### config.mk
export PLATFORM = sky130hd
export DESIGN_NAME = melody_sequencer_flat
export DESIGN_NICKNAME = d
export VERILOG_FILES = /design/src/rtl/seq_pkg.sv /design/src/rtl/melody_sequencer_if.sv /design/src/rtl/seq_note_ram.sv /design/src/rtl/melody_sequencer.sv /design/src/flat_wrapper.sv
export SDC_FILE = /design/constraint.sdc
export NUM_CORES = 1
export LEC_CHECK = 0
export ABC_AREA = 1
export CORE_ASPECT_RATIO = 1.2
export CORE_MARGIN = 8
export CORE_UTILIZATION = 30
export DETAILED_ROUTE_END_ITERATION = 8
export GPL_ROUTABILITY_DRIVEN = 0
export HOLD_SLACK_MARGIN = 0.03
export PLACE_DENSITY_LB_ADDON = 0.05
export SLEW_MARGIN = 5
export SYNTH_ARGS = -nofsm -noshare
export SYNTH_HDL_FRONTEND = slang
export SYNTH_SLANG_ARGS = --single-unit
export TNS_END_PERCENT = 50
### constraint.sdc
create_clock -name clk -period 3.8 [get_ports clk]
set_input_delay 0.95 -clock clk [delete_from_list [all_inputs] [get_ports clk]]
set_output_delay 0.95 -clock clk [all_outputs]
set_load 0.005 [all_outputs]
### src/rtl/seq_pkg.sv
// Shared types and default widths for the melody sequencer.
// Holds the FSM state enum and the note table entry struct.
package seq_pkg;

  localparam int DEF_DEPTH   = 32;
  localparam int DEF_PITCH_W = 5;
  localparam int DEF_DUR_W   = 13;

  typedef enum logic [1:0] {
    S_IDLE = 2'd0,
    S_PLAY = 2'd1,
    S_GAP  = 2'd2
  } seq_state_e;

  typedef struct packed {
    logic [DEF_PITCH_W-1:0] pitch;
    logic [DEF_DUR_W-1:0]   dur;
  } note_t;

endpackage

### src/rtl/melody_sequencer_if.sv
// Control, table-write and note-output bundle of the sequencer.
// master: drives tick/wr_*/seq_len/loop_en/start/stop; slave: drives outputs.
interface melody_sequencer_if #(
  parameter int DEPTH   = 32,
  parameter int PITCH_W = 5,
  parameter int DUR_W   = 13
) ();
  localparam int AW = $clog2(DEPTH);

  logic               tick;
  logic               wr_en;
  logic [AW-1:0]      wr_addr;
  logic [PITCH_W-1:0] wr_pitch;
  logic [DUR_W-1:0]   wr_dur;
  logic [AW:0]        seq_len;
  logic               loop_en;
  logic               start;
  logic               stop;
  logic [PITCH_W-1:0] pitch_o;
  logic               note_on;
  logic               note_start;
  logic [AW-1:0]      note_idx;
  logic               busy;
  logic               done;

  modport master (
    output tick, wr_en, wr_addr, wr_pitch, wr_dur,
    output seq_len, loop_en, start, stop,
    input  pitch_o, note_on, note_start, note_idx, busy, done
  );

  modport slave (
    input  tick, wr_en, wr_addr, wr_pitch, wr_dur,
    input  seq_len, loop_en, start, stop,
    output pitch_o, note_on, note_start, note_idx, busy, done
  );
endinterface

### src/rtl/seq_note_ram.sv
// DEPTH x {pitch,dur} register file: sync write, async read.
// Ports: clk, we/wr_addr/wr_pitch/wr_dur, rd_addr -> rd_pitch/rd_dur.
module seq_note_ram #(
  parameter int DEPTH   = 32,
  parameter int PITCH_W = 5,
  parameter int DUR_W   = 13,
  localparam int AW     = $clog2(DEPTH)
) (
  input  logic               clk,
  input  logic               we,
  input  logic [AW-1:0]      wr_addr,
  input  logic [PITCH_W-1:0] wr_pitch,
  input  logic [DUR_W-1:0]   wr_dur,
  input  logic [AW-1:0]      rd_addr,
  output logic [PITCH_W-1:0] rd_pitch,
  output logic [DUR_W-1:0]   rd_dur
);

  typedef struct packed {
    logic [PITCH_W-1:0] pitch;
    logic [DUR_W-1:0]   dur;
  } entry_t;

  entry_t mem [DEPTH];

  always_ff @(posedge clk) begin
    if (we) mem[wr_addr] <= '{pitch: wr_pitch, dur: wr_dur};
  end

  assign rd_pitch = mem[rd_addr].pitch;
  assign rd_dur   = mem[rd_addr].dur;

endmodule

### src/rtl/melody_sequencer.sv
// Table-driven note sequencer stepping on fs ticks; optional
// articulation gap via SEQ_ARTIC_GAP_EN. Ports: clk, reset (sync, low), bus.
module melody_sequencer
  import seq_pkg::*;
#(
  parameter int DEPTH   = 32,
  parameter int PITCH_W = 5,
  parameter int DUR_W   = 13
`ifdef SEQ_ARTIC_GAP_EN
  , parameter int GAP_TICKS = 200
`endif
) (
  input  logic                 clk,
  input  logic                 reset,
  melody_sequencer_if.slave    bus
);
  localparam int AW = $clog2(DEPTH);

  seq_state_e         state;
  logic [AW-1:0]      idx;
  logic [DUR_W-1:0]   ctr;
  logic [DUR_W-1:0]   dur_m1;
  logic [AW:0]        len;
  logic               loop;

  logic [AW-1:0]      nxt_idx;
  logic [PITCH_W-1:0] rd_pitch;
  logic [DUR_W-1:0]   rd_dur;
  logic [DUR_W-1:0]   ctr_inc;
  logic               last;
  logic               len_ok;

`ifdef SEQ_ARTIC_GAP_EN
  logic               gap_ok;
  logic [DUR_W-1:0]   gap_at;
`endif

  assign last    = ({1'b0, idx} == len - (AW+1)'(1));
  assign nxt_idx = (state == S_IDLE || last) ? '0 : idx + AW'(1);
  assign ctr_inc = ctr + DUR_W'(1);
  assign len_ok  = (bus.seq_len != '0) &&
                   (bus.seq_len <= (AW+1)'(DEPTH));

  // Read port always looks at the entry that would start next.
  seq_note_ram #(
    .DEPTH  (DEPTH),
    .PITCH_W(PITCH_W),
    .DUR_W  (DUR_W)
  ) u_ram (
    .clk     (clk),
    .we      (bus.wr_en && state == S_IDLE),
    .wr_addr (bus.wr_addr),
    .wr_pitch(bus.wr_pitch),
    .wr_dur  (bus.wr_dur),
    .rd_addr (nxt_idx),
    .rd_pitch(rd_pitch),
    .rd_dur  (rd_dur)
  );

  task automatic go_idle();
    state       <= S_IDLE;
    idx         <= '0;
    ctr         <= '0;
    bus.pitch_o <= '0;
    bus.note_on <= 1'b0;
    bus.note_idx <= '0;
    bus.busy    <= 1'b0;
  endtask

  // Entry duration is latched as dur-1 (dur==0 acts as 1).
  task automatic load_entry();
    state          <= S_PLAY;
    idx            <= nxt_idx;
    ctr            <= '0;
    dur_m1         <= (rd_dur == '0) ? '0 : rd_dur - DUR_W'(1);
    bus.pitch_o    <= rd_pitch;
    bus.note_on    <= (rd_pitch != '0);
    bus.note_start <= 1'b1;
    bus.note_idx   <= nxt_idx;
    bus.busy       <= 1'b1;
`ifdef SEQ_ARTIC_GAP_EN
    gap_ok         <= rd_dur > DUR_W'(GAP_TICKS);
    gap_at         <= rd_dur - DUR_W'(GAP_TICKS);
`endif
  endtask

  always_ff @(posedge clk) begin
    if (!reset) begin
      go_idle();
      dur_m1         <= '0;
      len            <= '0;
      loop           <= 1'b0;
      bus.note_start <= 1'b0;
      bus.done       <= 1'b0;
`ifdef SEQ_ARTIC_GAP_EN
      gap_ok         <= 1'b0;
      gap_at         <= '0;
`endif
    end else begin
      bus.note_start <= 1'b0;
      bus.done       <= 1'b0;
      if (bus.stop) begin
        go_idle();
      end else begin
        unique case (state)
          S_IDLE: begin
            if (bus.start && len_ok) begin
              len  <= bus.seq_len;
              loop <= bus.loop_en;
              load_entry();
            end
          end
          default: begin
            if (bus.tick) begin
              if (ctr >= dur_m1) begin
                if (last && !loop) begin
                  go_idle();
                  bus.done <= 1'b1;
                end else begin
                  load_entry();
                end
              end else begin
                ctr <= ctr_inc;
`ifdef SEQ_ARTIC_GAP_EN
                // Silence the tail GAP_TICKS of long entries.
                if (gap_ok && ctr_inc == gap_at) begin
                  state       <= S_GAP;
                  bus.pitch_o <= '0;
                  bus.note_on <= 1'b0;
                end
`endif
              end
            end
          end
        endcase
      end
    end
  end

endmodule

### src/flat_wrapper.sv
// flat-port wrapper written by rule: the top's interface ports become plain ports
module melody_sequencer_flat import seq_pkg::*;
#(
  parameter int DEPTH   = 32,
  parameter int PITCH_W = 5,
  parameter int DUR_W   = 13

)
  (clk, reset, bus_tick, bus_wr_en, bus_wr_addr, bus_wr_pitch, bus_wr_dur, bus_seq_len, bus_loop_en, bus_start, bus_stop, bus_pitch_o, bus_note_on, bus_note_start, bus_note_idx, bus_busy, bus_done);
  melody_sequencer_if #(.DEPTH(DEPTH), .PITCH_W(PITCH_W), .DUR_W(DUR_W)) bus_i ();
  input  logic clk;
  input  logic reset;
  input wire logic [$bits(bus_i.tick)-1:0] bus_tick;
  input wire logic [$bits(bus_i.wr_en)-1:0] bus_wr_en;
  input wire logic [$bits(bus_i.wr_addr)-1:0] bus_wr_addr;
  input wire logic [$bits(bus_i.wr_pitch)-1:0] bus_wr_pitch;
  input wire logic [$bits(bus_i.wr_dur)-1:0] bus_wr_dur;
  input wire logic [$bits(bus_i.seq_len)-1:0] bus_seq_len;
  input wire logic [$bits(bus_i.loop_en)-1:0] bus_loop_en;
  input wire logic [$bits(bus_i.start)-1:0] bus_start;
  input wire logic [$bits(bus_i.stop)-1:0] bus_stop;
  output wire logic [$bits(bus_i.pitch_o)-1:0] bus_pitch_o;
  output wire logic [$bits(bus_i.note_on)-1:0] bus_note_on;
  output wire logic [$bits(bus_i.note_start)-1:0] bus_note_start;
  output wire logic [$bits(bus_i.note_idx)-1:0] bus_note_idx;
  output wire logic [$bits(bus_i.busy)-1:0] bus_busy;
  output wire logic [$bits(bus_i.done)-1:0] bus_done;
  assign bus_i.tick = bus_tick;
  assign bus_i.wr_en = bus_wr_en;
  assign bus_i.wr_addr = bus_wr_addr;
  assign bus_i.wr_pitch = bus_wr_pitch;
  assign bus_i.wr_dur = bus_wr_dur;
  assign bus_i.seq_len = bus_seq_len;
  assign bus_i.loop_en = bus_loop_en;
  assign bus_i.start = bus_start;
  assign bus_i.stop = bus_stop;
  assign bus_pitch_o = bus_i.pitch_o;
  assign bus_note_on = bus_i.note_on;
  assign bus_note_start = bus_i.note_start;
  assign bus_note_idx = bus_i.note_idx;
  assign bus_busy = bus_i.busy;
  assign bus_done = bus_i.done;
  melody_sequencer #(.DEPTH(DEPTH), .PITCH_W(PITCH_W), .DUR_W(DUR_W)) u_core (.clk(clk), .reset(reset), .bus(bus_i));
endmodule
==> results.toml <==
[hold_path]
hold_path_class = "reg2reg"

[clock_network]
cts_num_sinks = 623
cts_buffers = 72
insertion_delay_ns = 0.62
cts-root-buf = "clkbuf_16"
clkTransAtPathRegs_ns = 0.06
cts_tree = "done"
clockBufferDepth = 3
htreeDepth = 3

[detailed_routing]
routedWlPerCell_um = 23.68
wl_met1_um = 40630
wl_um = 90230
drc = 0
first_pass_iters = 8
met2_length_um = 44380
ant_nets = 0
route.met3.wl_um = 3331
top_layer = "met4"
vias = 18750
first_iter_violations = 1436
viasPerCell = 4.920

[logic_synthesis]
yosysUniqueCellTypes = 36
syn-num-nets = 2516
synth_warnings = 0
synth_edf_count = 576
yosys.cell_count.top_type = "edfxtp_1"
synthCells = 2462
synth_common_cells = "edfxtp_1, nand3_1, nand2_1"
synth_largest_type_area_fraction = 0.6355
yosys.area.top_type = "edfxtp_1"
yosysSeqAreaShare = 0.6701
ys_seq_elements = 623
synth_area_leaders = "edfxtp_1, nand3_1, nand2_1"
synthFlopType = "edfxtp_1"
synth_area_um2 = 27220
synth_area_per_cell_um2 = 11.05
async_flop_share = 0

[timing]
tns_ns = 0
finClkSkew_ns = 0.02682
worst_hold_slack_ns = 0.4672
rsz0062_at_grt = "false"
hold_viol = 0
max_freq_mhz = 281.2
period_needed_ns = 3.557
final-setup-viol-count = 0
relSlewSlack = 0.5632
period_share = 0.9360
maxSlewViolCount = 0
worst_slew_pin_slew_ns = 0.6534

[critical_path]
crit_top_cell = "nand3_1"
cp.arrival_ns = 4.05
slowest_delay_ns = 0.36
worstPathRequired_ns = 4.30
worstSetupEndpointType = "flop"
slowest_stage = "dfxtp_1"
cp.buffers_inverters = 4
crit_type = "reg2reg"
critical_path_peak_fanout = 34
startpoint_type = "flop"
crit_path_cell_trace = "inv_2, ha_1, xnor2_1, nor2_1, nand2_1, nor2_2, nand2_4, nand3_4, clkinv_2, buf_12, nand3_1, nand3_1, nand3_1, nand3_1, nand2_1, nand2_2, nor2_2, nand3_1, nand2_1, inv_2, o21ai_0, a21oi_1"
cp_top_family = "simple AND/OR/NAND/NOR gates"

[global_route]
grt_max_degree = 71
grt_remaining_overflow = 0
grt_usage = 0.1744
antenna_found_initial = 1
grt_pass1_wl_um = 131100
grt_pass1_vias = 18770

[finish]
layout-drive-gt1-share = 0.1542
fill_cells = 8845
multi_input_area_um2 = 7293
layout.nets = 2643
syn2layout_area_growth_pct = 19.11
seq_area_um2 = 18240

[flow_run]
max_cap_violations = 0

[die]
die_w_um = 291.0
initial_core_util = 0.3011
core_area_um2 = 90380
fp-row-count = 121
die_h_um = 346.0
ios = 50
dieArea_um2 = 100700

[place]
post-dp-hpwl_um = 52830
portBuffers = 49

[power_and_ir_drop]
irDropWorstVdd_mv = 0.3058
leakagePower_nw = 11.98
power_density_nw_per_um2 = 473.3

[run_status]
outcome = "completed"
==> report_power, final <==
group          leakage (nW)  internal (W)  switching, W
sequential             5.57       0.00755     0.0000278
combinational          5.29      0.000283      0.000593
clock                  1.12       0.00407       0.00282
==> state kept, by name, indices dropped and copies added (netlist names) <==
name / cells
u_core.u_ram.mem: 576
u_core.ctr: 13
u_core.dur_m1: 13
u_core.len: 6
u_core.bus.pitch_o: 5
u_core.idx: 5
u_core.bus.busy: 1
u_core.bus.done: 1
u_core.bus.note_on: 1
u_core.bus.note_start: 1
u_core.loop: 1
==> tightest hold or removal path, stage by stage, from the launching register on <==
cell and delay (ns):
dfxtp_1 0.31, nand2_1 0.06, a21oi_1 0.05
==> metrics by stage <==
stage / instances / util / worst slack, ns / instance area, µm² / total power (W)
final: 3811 / 0.3587 / 0.2433 / 32420 / 0.01534
after global routing: 3807 / 0.3586 / 0.006770 / 32410 / 0.01587
after CTS: 3798 / 0.3565 / 0.2111 / 32230 / 0.01555
after detailed placement: 3674 / 0.3312 / 0.2307 / 29940 / 0.008590
after global placement: 3674 / 0.3312 / 0.1677 / 29940 / 0.008591
after floorplan: 2462 / - / 0.8516 / 27220 / 0.008139
==> kinds of logic after synthesis <==
kind of cell / after synthesis / synth area share
AND/OR/NAND/NOR: 1175 / 0.2043
flip-flops: 623 / 0.6701
buffers and inverters: 426 / 0.06657
AO/OA/AOI/OAI: 208 / 0.04689
adder cells (fa/ha/maj): 18 / 0.008275
XOR/XNOR: 12 / 0.003862
==> final cells by class <==
cell class / instances / area share
Multi-Input combinational cell: 1413 / 0.2250
Clock buffer: 89 / 0.06083
Sequential cell: 623 / 0.5627
Inverter: 277 / 0.03242
Antenna cell: 4 / 0.0003088
Tap cell: 1168 / 0.04508
Timing Repair Buffer: 202 / 0.06395
Clock inverter: 35 / 0.009726
==> final timing paths <==
check	slack (ns)	startpoint	depth (start not counted)	endpoint
worst max-delay path	0.24	u_core.len[0]$_SDFFE_PN0P_	22	u_core.dur_m1[2]$_SDFFE_PN0P_
worst min-delay path	0.47	u_core.dur_m1[3]$_SDFFE_PN0P_	2	u_core.dur_m1[3]$_SDFFE_PN0P_
worst max register to register	0.24	u_core.len[0]$_SDFFE_PN0P_	22	u_core.dur_m1[2]$_SDFFE_PN0P_
worst min register to register	0.47	u_core.dur_m1[3]$_SDFFE_PN0P_	2	u_core.dur_m1[3]$_SDFFE_PN0P_
==> layer usage <==
layer	track usage	up-vias
met5	0	-
met3	0.02593	125
met1	0.2286	9384
met2	0.3004	328
met4	0.04648	0
li1	-	8913
==> what timing repair did <==
action / CTS / global route
endpoints found under the setup margin: 0 / 13
hold buffers: 0 / 0
gates resized for setup: 0 / 11
setup buffers: 0 / 6
==> layout by cell type (no fill, tap or decap), drive strengths merged, types with 4 or more instances in the layout <==
| cell type | n |
|---|---|
| buf | 150 |
| clkdlybuf4s50 | 49 |
| a21oi | 39 |
| nand4 | 116 |
| nand3 | 432 |
| o211ai | 83 |
| ha | 18 |
| o21ai | 73 |
| clkbuf | 92 |
| or2 | 99 |
| inv | 276 |
| edfxtp | 576 |
| nand2 | 304 |
| nor3 | 6 |
| xnor2 | 5 |
| diode | 4 |
| o22ai | 9 |
| xor2 | 7 |
| dfxtp | 47 |
| nor2 | 216 |
| clkinv | 30 |
| bufinv | 6 |
Note: power is estimated with default switching activity, not from simulation.
